<file path="config.mk">
export PLATFORM = sky130hd
export DESIGN_NAME = preamble_seq
export DESIGN_NICKNAME = d
export VERILOG_FILES = /design/src/rtl/preamble_seq_pkg.sv /design/src/rtl/preamble_seq_iq_out_stage.sv /design/src/rtl/preamble_seq.sv
export SDC_FILE = /design/constraint.sdc
export NUM_CORES = 1
export LEC_CHECK = 0
export BUFFER_PORTS_ARGS = -buffer_cell sky130_fd_sc_hd__buf_2
export CAP_MARGIN = 40
export CORE_MARGIN = 2
export CORE_UTILIZATION = 40
export DETAILED_ROUTE_END_ITERATION = 10
export GPL_ROUTABILITY_DRIVEN = 0
export GPL_TIMING_DRIVEN = 1
export PLACE_DENSITY = 0.69
export SLEW_MARGIN = 20
export SYNTH_ARGS = -nofsm -noshare
export SYNTH_HDL_FRONTEND = slang
export SYNTH_SLANG_ARGS = --single-unit
</file>
<file path="constraint.sdc">
create_clock -name clk -period 3.3 [get_ports clk]
set_clock_uncertainty 0.15 [all_clocks]
set_input_delay 0.33 -clock clk [delete_from_list [all_inputs] [get_ports clk]]
set_output_delay 0.33 -clock clk [all_outputs]
set_load 0.01 [all_outputs]
</file>
<file path="src/rtl/preamble_seq_pkg.sv">
// Shared constants, FSM state encoding and I/Q helper for the preamble sequencer.
package preamble_seq_pkg;

  localparam int STF_LEN = 16;
  localparam int LTF_LEN = 64;

  typedef logic [1:0] state_t;
  localparam state_t S_IDLE   = 2'd0;
  localparam state_t S_STF    = 2'd1;
  localparam state_t S_LTF_GI = 2'd2;
  localparam state_t S_LTF    = 2'd3;

  // Halve I and Q independently: arithmetic shift keeps the sign and floors.
  function automatic logic [31:0] iq_half(input logic [31:0] iq);
    logic [15:0] w_i;
    logic [15:0] w_q;
    w_i = 16'($signed(iq[31:16]) >>> 1);
    w_q = 16'($signed(iq[15:0]) >>> 1);
    return {w_i, w_q};
  endfunction

endpackage

</file>
<file path="src/rtl/preamble_seq_iq_out_stage.sv">
// Output register for the preamble stream: loads a ROM word (optionally
// halved), holds it while downstream stalls, and drops valid once consumed.
module iq_out_stage
  import preamble_seq_pkg::*;
(
  input  logic        i_clk,
  input  logic        i_rst,
  input  logic        i_load,
  input  logic        i_half,
  input  logic [31:0] i_data,
  input  logic        i_last,
  input  logic        i_ready,
  output logic [31:0] o_iq,
  output logic        o_valid,
  output logic        o_last
);

  // Load a new sample when asked; otherwise clear valid after a transfer.
  always_ff @(posedge i_clk or posedge i_rst) begin
    if (i_rst) begin
      o_iq    <= '0;
      o_valid <= 1'b0;
      o_last  <= 1'b0;
    end else if (i_load) begin
      o_iq    <= i_half ? iq_half(i_data) : i_data;
      o_valid <= 1'b1;
      o_last  <= i_last;
    end else if (i_ready) begin
      o_valid <= 1'b0;
      o_last  <= 1'b0;
    end
  end

endmodule

</file>
<file path="src/rtl/preamble_seq.sv">
// Preamble sequencer: walks the STF ROM, then the LTF guard and LTF symbols,
// streaming one sample per cycle through a single-register output stage.
module preamble_seq
  import preamble_seq_pkg::*;
#(
  parameter int STF_REPS   = 10,
  parameter int LTF_GI_LEN = 32,
  parameter int LTF_SYMS   = 2,
  parameter int WINDOW_EN  = 1
) (
  input  logic        clk,
  input  logic        phy_tx_arest,
  input  logic        start,
  output logic [3:0]  stf_addr,
  input  logic [31:0] stf_dout,
  output logic [5:0]  ltf_addr,
  input  logic [31:0] ltf_dout,
  output logic [31:0] out_iq,
  output logic        out_valid,
  input  logic        out_ready,
  output logic        out_last,
  output logic        busy,
  output logic        done
);

  localparam int STF_N = STF_REPS * STF_LEN;
  localparam int LTF_N = LTF_SYMS * LTF_LEN;
  localparam int MAX_A = (STF_N > LTF_N) ? STF_N : LTF_N;
  localparam int MAX_N = (MAX_A > LTF_GI_LEN) ? MAX_A : LTF_GI_LEN;
  localparam int IDX_W = ($clog2(MAX_N) > 6) ? $clog2(MAX_N) : 6;

  localparam logic [IDX_W-1:0] STF_END = IDX_W'(STF_N - 1);
  localparam logic [IDX_W-1:0] GI_END  = IDX_W'(LTF_GI_LEN - 1);
  localparam logic [IDX_W-1:0] LTF_END = IDX_W'(LTF_N - 1);
  localparam logic [5:0]       GI_OFS  = 6'(LTF_LEN - LTF_GI_LEN);

  state_t           r_state;
  logic [IDX_W-1:0] r_idx;

  state_t           w_st;
  logic [IDX_W-1:0] w_cur_idx;
  logic [IDX_W-1:0] w_end_idx;
  logic [31:0]      w_word;
  logic             w_accept;
  logic             w_load;
  logic             w_phase_end;
  logic             w_is_last;
  logic             w_half;
  logic             w_final;

  // A start in IDLE is treated as STF index 0 in the same cycle, so the
  // first sample loads on the accepting edge (stf_addr is already 0 in IDLE).
  assign w_accept    = (r_state == S_IDLE) && start;
  assign w_st        = w_accept ? S_STF : r_state;
  assign w_cur_idx   = w_accept ? '0 : r_idx;
  assign w_load      = (w_st != S_IDLE) && (!out_valid || out_ready);
  assign w_phase_end = (w_cur_idx == w_end_idx);
  assign w_is_last   = (w_st == S_LTF) && w_phase_end;
  assign w_half      = (WINDOW_EN != 0) && (w_st == S_STF) && (w_cur_idx == '0);
  assign w_final     = out_valid && out_ready && out_last;

  // ROM addressing and word select per phase; addresses rest at 0 elsewhere.
  always_comb begin
    stf_addr  = '0;
    ltf_addr  = '0;
    w_word    = '0;
    w_end_idx = '0;
    case (w_st)
      S_STF: begin
        stf_addr  = w_cur_idx[3:0];
        w_word    = stf_dout;
        w_end_idx = STF_END;
      end
      S_LTF_GI: begin
        ltf_addr  = GI_OFS + w_cur_idx[5:0];
        w_word    = ltf_dout;
        w_end_idx = GI_END;
      end
      S_LTF: begin
        ltf_addr  = w_cur_idx[5:0];
        w_word    = ltf_dout;
        w_end_idx = LTF_END;
      end
      default: ;
    endcase
  end

  // Phase FSM and sample index; the index only moves when a sample loads.
  always_ff @(posedge clk or posedge phy_tx_arest) begin
    if (phy_tx_arest) begin
      r_state <= S_IDLE;
      r_idx   <= '0;
    end else if (w_load) begin
      if (w_phase_end) begin
        r_idx <= '0;
        case (w_st)
          S_STF:    r_state <= S_LTF_GI;
          S_LTF_GI: r_state <= S_LTF;
          default:  r_state <= S_IDLE;
        endcase
      end else begin
        r_state <= w_st;
        r_idx   <= w_cur_idx + IDX_W'(1);
      end
    end else if (w_accept) begin
      r_state <= S_STF;
      r_idx   <= '0;
    end
  end

  // busy spans start acceptance to the final transfer; done pulses after it.
  always_ff @(posedge clk or posedge phy_tx_arest) begin
    if (phy_tx_arest) begin
      busy <= 1'b0;
      done <= 1'b0;
    end else begin
      done <= w_final;
      if (w_accept)     busy <= 1'b1;
      else if (w_final) busy <= 1'b0;
    end
  end

  iq_out_stage u_out (
    .i_clk   (clk),
    .i_rst   (phy_tx_arest),
    .i_load  (w_load),
    .i_half  (w_half),
    .i_data  (w_word),
    .i_last  (w_is_last),
    .i_ready (out_ready),
    .o_iq    (out_iq),
    .o_valid (out_valid),
    .o_last  (out_last)
  );

endmodule

</file>
# --- Word level (Yosys, flattened, before mapping) ---
# Cells that the tools add are included.
totals:
  reg_bits: 46
  input_bits: 68
  out_inout_bits: 46
  elab_cells: 44
op_classes:
  muxes: 17
  add_sub_neg: 2
  reduce_logical: 14
  n_eq_ne: 4
op_table:
  columns: ["operator", "n"]
  rows:
  - ["$pmux W32 S2", 1]
  - ["$mux W31", 1]
  - ["$mux W8", 3]
  - ["$pmux W8 S3", 1]
  - ["$pmux W6 S2", 1]
  - ["$add A8 B1 Y8 const B", 1]
  - ["$eq A8 B8 Y1", 1]
  - ["$logic_not A8 Y1", 1]
  - ["$add A6 B6 Y6 const A", 1]
  - ["$logic_and A1 B1 Y1", 6]
  - ["$mux W2", 3]
  - ["$reduce_bool A2 Y1", 3]
  - ["$mux W1", 5]
  - ["$eq A2 B2 Y1 const B", 2]
  - ["$mux W4", 1]
  - ["$pmux W2 S2", 1]
  - ["$eq A2 B1 Y1 const B", 1]
  - ["$logic_not A2 Y1", 1]
  - ["$reduce_or A2 Y1", 1]
  - ["$logic_not A1 Y1", 1]
  - ["$logic_or A1 B1 Y1", 1]

# --- Longest topological paths before layout ---
# Gate-level depths: netlist of run 1.
logic_depth:
  depth_word: 8
  depth_mapped: 12
  ltp_nobuf: 8

# --- Hierarchy ---
# Synthesis of run 1 repeated with hierarchy kept, for this count alone.
hier_totals:
  hier_cells: 276
  area_unflattened_um2: 2662.6
modules_own_cells:
  columns: ["mod", "area_per_inst_um2", "cells_per_inst", "seq_area_each_um2", "n_inst"]
  rows:
  - ["iq_out_stage", 1571.5, 142, 850.8, 1]
  - ["preamble_seq", 1091.0, 134, 300.3, 1]

# --- Worst setup path before layout of run 1 ---
# Ideal clock, no wire load.
synth_path:
  path_kind: "register -> register"
  from: "register r_state[1]"
  to: "register u_out.o_iq[22]"
  arrival_ns: 2.524
  setup_time_ns: 0.131
  path_stages_with_launch: 12
  n_path_buf: 3
  required_time_ns: 3.019
  path_slack_ns: 0.496
  cell_sequence: "dfrtp_1 -> buf_4 -> or3b_2 -> buf_4 -> and2_1 -> inv_1 -> ha_1 -> or4b_1 -> o32ai_1 -> or2_2 -> buf_2 -> o211ai_1"
synth_between:
  elab_chain_len: 7
  word_cells_on_any_way: 14
  cone_classes: "3 x eq/ne; 4 x mux; 7 x reduce/logical"
synth_lines:
  columns: ["element", "line_no", "source"]
  rows:
  - ["start, declared", "preamble_seq.sv:37", "state_t r_state;"]
  - ["start signal, assigned", "preamble_seq.sv:102", "r_state <= w_st;"]
  - ["$logic_not A2 Y1", "preamble_seq.sv:53", "assign w_accept = (r_state == S_IDLE) && start;"]
  - ["$logic_and A1 B1 Y1", "preamble_seq.sv:53", null]
  - ["$mux W2", null, null]
  - ["$eq A2 B2 Y1", "preamble_seq.sv:68", "case (w_st)"]
  - ["$reduce_or A2 Y1 (no source line)", null, null]
  - ["$pmux W32 S2", "preamble_seq.sv:68", null]
  - ["$mux W31", "preamble_seq_iq_out_stage.sv:25", "o_iq <= i_half ? iq_half(i_data) : i_data;"]
  - ["end signal, assigned", "preamble_seq_iq_out_stage.sv:25", null]
  - ["end, declared", "preamble_seq_iq_out_stage.sv:13", "output logic [31:0] o_iq,"]
# Several ways; a longest one is shown, not always the timed one.
# A chain may end at the register's enable or synchronous reset.

# --- Worst setup path after layout of run 1 ---
layout_path:
  from: "register r_state[1]"
  to: "register u_out.o_iq[1]"
# Same word-level chain as after synthesis.

==> results of run 1 <==
-- sequential cells by signal (all words and copies together), names as in the netlist --
| name | cells |
|---|---|
| done | 1 |
| r_state | 2 |
| busy | 1 |
| u_out.o_last | 1 |
| r_idx | 8 |
| u_out.o_valid | 1 |
| u_out.o_iq | 32 |
-- how the worst min path moves through the flow --
| stage | from | to | depth (start not counted) |
|---|---|---|---|
| finish | stf_dout[19] | u_out.o_iq[19] | 2 |
| global route | stf_dout[19] | u_out.o_iq[19] | 2 |
| CTS | stf_dout[19] | u_out.o_iq[19] | 2 |
| detailed placement | phy_tx_arest | u_out.o_iq[22] | 2 |
| global placement | u_out.o_iq[5] | u_out.o_iq[5] | 2 |
| floorplan | stf_dout[18] | u_out.o_iq[17] | 1 |
-- cells by family after synthesis --
family | count (synthesis)
fa+ha+maj | 2
simple gates | 100
mux | 27
flops | 46
buf+inv | 28
compound gates | 72
xor+xnor | 5
-- layout by cell type, fill, tap and decap left out, types with 4 or more instances in the layout --
cell type / instances
nand3_1: 9
o21ai_0: 31
dfrtp_1: 45
clkbuf_8: 5
and2_1: 11
buf_4: 6
nand4_1: 6
nor3_1: 9
a32oi_1: 19
a221o_1: 5
xnor2_1: 4
a21oi_1: 5
nand2_1: 22
mux2i_1: 25
nor2b_1: 6
buf_2: 113
and3_1: 4
nor2_1: 15
-- area by class of cell --
cell class              instances  area, µm²
fillers                       590       3000
multi-input cells             206       1370
flip-flops and latches         46       1150
repair buffers                121        648
well taps                      77       96.3
clock buffers                   6       72.6
clock inverters                 2       37.5
inverters                       4       15.0
-- routing by layer --
layer / part of all wire (%) / routed length, µm
met3: 6.0 / 463
met2: 47 / 3650
met1: 45 / 3440
met5: 0 / 0
met4: 2.0 / 153
-- through the flow --
step           power (W)  cell area [µm²]  cells  worst slack, ns  utilization, %
3_5_place_dp     0.00126             3260    451            0.190            51.0
3_3_place_gp     0.00125             3230    450            0.291            50.5
5_1_grt          0.00179             3390    462            0.123            53.1
6_report         0.00168             3390    462            0.296            53.1
4_1_cts          0.00169             3380    460            0.282            52.9
2_1_floorplan    0.00106             2650    280            0.496               -
-- critical path: cells and delay by family, from the launching register on --
family                   cells  cell delay [ns]
flip-flops                   1             0.41
AND/OR/NAND/NOR              4             1.64
adder cells (fa/ha/maj)      1             0.20
buffers and inverters        1             0.07
AO/OA/AOI/OAI                2             0.39
-- power breakdown --
group / leakage [nW] / switching, W / internal, W
clock: 0.0514 / 0.000199 / 0.000226
sequential: 0.549 / 0.0000994 / 0.000642
combinational: 1.14 / 0.000286 / 0.000229
==> reports/results.ini, run 1 <==
[worst_hold_path]
hold_path.class=in2reg

[critical_path]
cp-end-kind=register
r2r_end=u_out.o_iq[1]
worstPathCellList=or3b_2 -> and2_1 -> inv_1 -> ha_1 -> or4b_1 -> o32ai_1 -> or2_2 -> o21ai_0
cp.required_ns=3.32
cp_slowest_stage_delay_ns=0.56
reg2regPathDepth=8
crit_end=u_out.o_iq[1]
r2r_start=r_state[1]
critPathSlowestCell=or3b_2
setup.worst_path.start=r_state[1]
reg2reg_slack_ns=0.30
criticalPathCategory=reg2reg
cp-start-kind=register
arrival_ns=3.02
worstPathMaxFanout=20

[yosys]
syn-num-nets=350
netlist_top_cells_area=dfrtp_1 (43%), mux2i_1 (9.4%), a32oi_1 (6.3%), o21ai_0 (5.8%), nand2_1 (3.1%)
synthAdderAreaFrac_pct=0.943
netlist.area_leader.share_pct=43.4
synth.mux.area_fraction_pct=10.3
synth_seq_cells=46
netlist_area_um2=2650
synthXorXnorAreaFrac_pct=1.65
async_flop_share_pct=100
synth_compound_area_share_pct=18.6
ys_seq_area_share_pct=43.4
synth_top_family_by_area=simple AND/OR/NAND/NOR gates
yosysUniqueCellTypes=42
synthMostInstantiatedCell=dfrtp_1
synth_cells=280
ys.flop_type=dfrtp_1
synth-edff-count=0
yosysWarningCount=0
yosysTopAreaCell=dfrtp_1
synth_simple_gate_area_share_pct=20.1
avgSynthCellArea_um2=9.48
synth_common_cells=dfrtp_1 (46), o21ai_0 (31), mux2i_1 (25), nand2_1 (22), a32oi_1 (19)

[floorplan]
die_w_um=85.5
rows=29
start_util_pct=41.6
pin_count=114
dieArea_um2=7300
die_h_um=85.5
core_um2=6390

[clock_tree]
cts_tree=yes
htree_levels=2
hold_buffers=1
clk_path_buf_depth=2
clk_pin_slew_ns=0.09
clkLatencyLatePin_ns=0.30
cts_resized=0
cts-root-buf=clkbuf_8
cts_buffers=5
cts_setup_buffers=0
cts_sinks=46

[job]
maxCapViolCount=0

[drt]
drc=0
avgRoutedWirePerCell_um=16.7
first_pass_iters=5
antenna_left=0
routed_wl_um=7700
vias=2588
viasPerCell=5.60
drt-initial-drc-count=155

[sta]
rsz0062_at_grt=false
hold_viol=0
final.setup.tns_ns=0
fin_crit_sh_pct=91.0
max_freq_ghz=0.333
setup_viol_count_final=0
hold_ws_ns=0.125
tightest_slew_ns=0.725
period_minus_slack_ns=3.00
report.final.slew_viol_count=0
slew_headroom_pct=51.3

[global_route]
grt_usage_pct=21.1
grt_pass1_vias=2515
overflow=0
grt_max_degree=55
grt_use_met3_pct=4.18
busiest_layer=met2
use_met2_pct=32.5
antenna_found_initial=0
grt_pass1_wl_um=12300
use_met1_pct=29.5

[cells_and_area]
drive_above_1_share_pct=35.8
area_growth_pct=27.8
fin_nets=454
diodes=0

[power]
p_leak_nw=1.74
power.density_nw_per_um2=496
vdd_drop_max_uv=216

[place]
io_buffers=113
hpwl_um=5530

[outcome]
status=completed

Note: power is estimated with default switching activity, not from simulation.
==> run 2: changes to the inputs <==
--- a/config.mk
+++ b/config.mk
@@ -16,4 +16,5 @@
 export SLEW_MARGIN = 20
 export SYNTH_ARGS = -nofsm -noshare
 export SYNTH_HDL_FRONTEND = slang
+export SYNTH_HIERARCHICAL = 1
 export SYNTH_SLANG_ARGS = --single-unit
==> run 2 against run 1 <==
  * Fmax rose by 18%
  * Clock power fell by 18%
  * Worst setup slack gained 0.45 ns
  * First-iteration DRC count decreased by 39%
  * Sequential power increased by 8.1%
  * Largest cell class unchanged
  * Largest power group unchanged
  * Highest routed layer unchanged
==> reports/results.ini, run 2 <==
[global_route]
grt_usage_pct=19.3  ; -1.7 points
grt_pass1_vias=2304  ; -8.4%
overflow=0  ; unchanged
grt_pass1_wl_um=11300  ; -7.9%
antenna_found_initial=0  ; unchanged
grt_max_degree=48  ; -13%

[floorplan]
core_um2=6390  ; unchanged
start_util_pct=41.7  ; +0.14 points
rows=29  ; unchanged
die_h_um=85.6  ; +0.16%
dieArea_um2=7320  ; +0.32%
pin_count=114  ; unchanged
die_w_um=85.6  ; +0.16%

[drt]
first_pass_iters=4  ; -1
vias=2429  ; -6.1%
drc=0  ; unchanged
viasPerCell=5.25  ; -6.3%
antenna_left=0  ; unchanged
drt-initial-drc-count=94  ; -39%
routed_wl_um=6930  ; -10%
avgRoutedWirePerCell_um=15.0  ; -10%

[yosys]
netlist.area_leader.share_pct=43.2  ; -0.14 points
yosysUniqueCellTypes=36  ; -14%
avgSynthCellArea_um2=9.65  ; +1.8%
async_flop_share_pct=100  ; unchanged
synth_cells=276  ; -1.4%
synthMostInstantiatedCell=dfrtp_1
netlist_area_um2=2660  ; +0.33%
ys.flop_type=dfrtp_1
ys_seq_area_share_pct=43.2  ; -0.14 points
yosysWarningCount=6  ; +6
yosysTopAreaCell=dfrtp_1
synth_common_cells=dfrtp_1 (46), nor2_1 (41), a22o_1 (33), a21oi_1 (32), mux2i_1 (31)
netlist_top_cells_area=dfrtp_1 (43%), mux2i_1 (12%), a22o_1 (11%), a21oi_1 (6.0%), nor2_1 (5.8%)
synth_seq_cells=46  ; unchanged
synth-edff-count=0  ; unchanged
syn-num-nets=346  ; -1.1%

[cells_and_area]
reg_top3=u_out/o_iq (32), r_idx (8), r_state (2)
largest-register=u_out/o_iq
area_growth_pct=26.0
fin_nets=455  ; +0.22%
diodes=0  ; unchanged
drive_above_1_share_pct=35.5  ; -0.35 points
mostFrequentLayoutCells=buf_2 (113), dfrtp_1 (46), nor2_1 (39)
layout_commonest_cell=buf_2
post-route-util_pct=52.5  ; -0.57 points
largest_reg_flops=32  ; unchanged

[outcome]
status=completed

[clock_tree]
clk_pin_slew_ns=0.09  ; about the same
cts_buffers=5  ; unchanged
clkLatencyLatePin_ns=0.30  ; about the same
cts_tree=yes
htree_levels=2  ; unchanged
cts_sinks=46  ; unchanged
clk_path_buf_depth=2  ; unchanged
cts-root-buf=clkbuf_8

[place]
hpwl_um=5140  ; -7.1%
io_buffers=113  ; unchanged

[power]
vdd_drop_max_uv=272  ; +26%
p_leak_nw=1.57  ; -9.8%
power.density_nw_per_um2=533  ; +7.5%

[sta]
tightest_slew_ns=0.643  ; -0.0814 ns
max_freq_ghz=0.391  ; +18%
setup_viol_count_final=0  ; unchanged
rsz0062_at_grt=false
fin_crit_sh_pct=77.5  ; -14 points
final.setup.tns_ns=0  ; unchanged
hold_ws_ns=0.185  ; +0.0605 ns
slew_headroom_pct=57.0  ; +5.7 points
hold_viol=0  ; unchanged
period_minus_slack_ns=2.56  ; -0.448 ns
report.final.slew_viol_count=0  ; unchanged

[critical_path]
worstPathCellList=or4_1 -> o31ai_1 -> and3_2 -> buf_4 -> mux2i_1 -> a21oi_1
criticalPathCategory=reg2reg
cp_slowest_stage_delay_ns=0.54  ; -0.02 ns
critPathSlowestCell=or4_1
cp.required_ns=3.31  ; about the same
arrival_ns=2.57  ; -0.45 ns
worstPathMaxFanout=30  ; +50%
cp-end-kind=register
cp-start-kind=register

[worst_hold_path]
hold_path.class=in2reg

[job]
maxCapViolCount=0  ; unchanged

## run 2: changes by cell type after synthesis, sizes merged, moves of 6 or more
cell,change
a21oi,+27
nor2,+27
o21ai,-27
a32oi,-19
mux2i,+6
nand2,-12
and2,-6
a22o,+33
## run 2: path summary, 6_finish.rpt
kind                                 from              to  slack [ns]  depth (start not counted)
max                              r_idx[5]  u_out/o_iq[29]        0.74                          6
min                             out_ready   u_out/o_valid        0.19                          3
max reg2reg                      r_idx[5]  u_out/o_iq[29]        0.74                          6
min reg2reg                u_out/o_iq[15]  u_out/o_iq[15]        0.36                          1
max in group asynchronous    phy_tx_arest  u_out/o_iq[14]        2.17                          5
min in group asynchronous    phy_tx_arest  u_out/o_iq[23]        0.28                          3
## run 2: report_power, final
part | internal (W) | total, W | switching, W | leakage [nW]
Sequential | 0.000680 | 0.000801 | 0.000120 | 0.527
Combinational | 0.000295 | 0.000640 | 0.000345 | 0.994
Clock | 0.000150 | 0.000347 | 0.000197 | 0.0452
Total | 0.00112 | 0.00179 | 0.000663 | 1.57
## run 2: layout make-up
type / instances / area [µm²]
well taps: 77 / 96.3
clock buffers: 6 / 72.6
flip-flops and latches: 46 / 1150
fillers: 628 / 3030
clock inverters: 2 / 13.8
multi-input cells: 202 / 1340
repair buffers: 123 / 651
inverters: 7 / 26.3
## run 2: timing repair
action	4_1_cts	5_1_grt
setup buffers	0	0
hold buffers	1	0
setup endpoints to repair	0	0
endpoints found under the hold margin	12	0
gates resized for setup	0	0
## run 2: kinds of logic after synthesis
| group | after synthesis | share of synthesized area [%] |
|---|---|---|
| xor+xnor | 4 | 1.32 |
| fa+ha+maj | 2 | 0.940 |
| simple gates | 84 | 14.6 |
| buf+inv | 28 | 6.72 |
| mux | 34 | 12.9 |
| compound gates | 78 | 20.3 |
| flops | 46 | 43.2 |
## run 2: stage by stage
| step | total power, W | setup WS [ns] | area (µm²) | instances |
|---|---|---|---|---|
| final | 0.00179 | 0.743 | 3350 | 463 |
| after global routing | 0.00192 | 0.605 | 3350 | 463 |
| after CTS | 0.00180 | 0.755 | 3340 | 462 |
| after detailed placement | 0.00145 | 0.790 | 3240 | 453 |
| after global placement | 0.00143 | 0.815 | 3240 | 453 |
| after floorplan | 0.00121 | 1.21 | 2660 | 276 |
## run 2: critical path: cells and delay by family (launching register included)
kind	cells	cell delay, ns
AO/OA/AOI/OAI	2	0.33
buffers and inverters	1	0.42
flip-flops	1	0.49
multiplexers	1	0.26
AND/OR/NAND/NOR	2	0.75
## run 2: routing by layer
metal / GRT usage, % / up-vias / share of wire (%)
met5: 0 / - / 0
li1: - / 1207 / -
met1: 26.3 / 1128 / 45
met3: 4.62 / 13 / 5.1
met4: 7.36 / 0 / 2.0
met2: 30.0 / 81 / 47
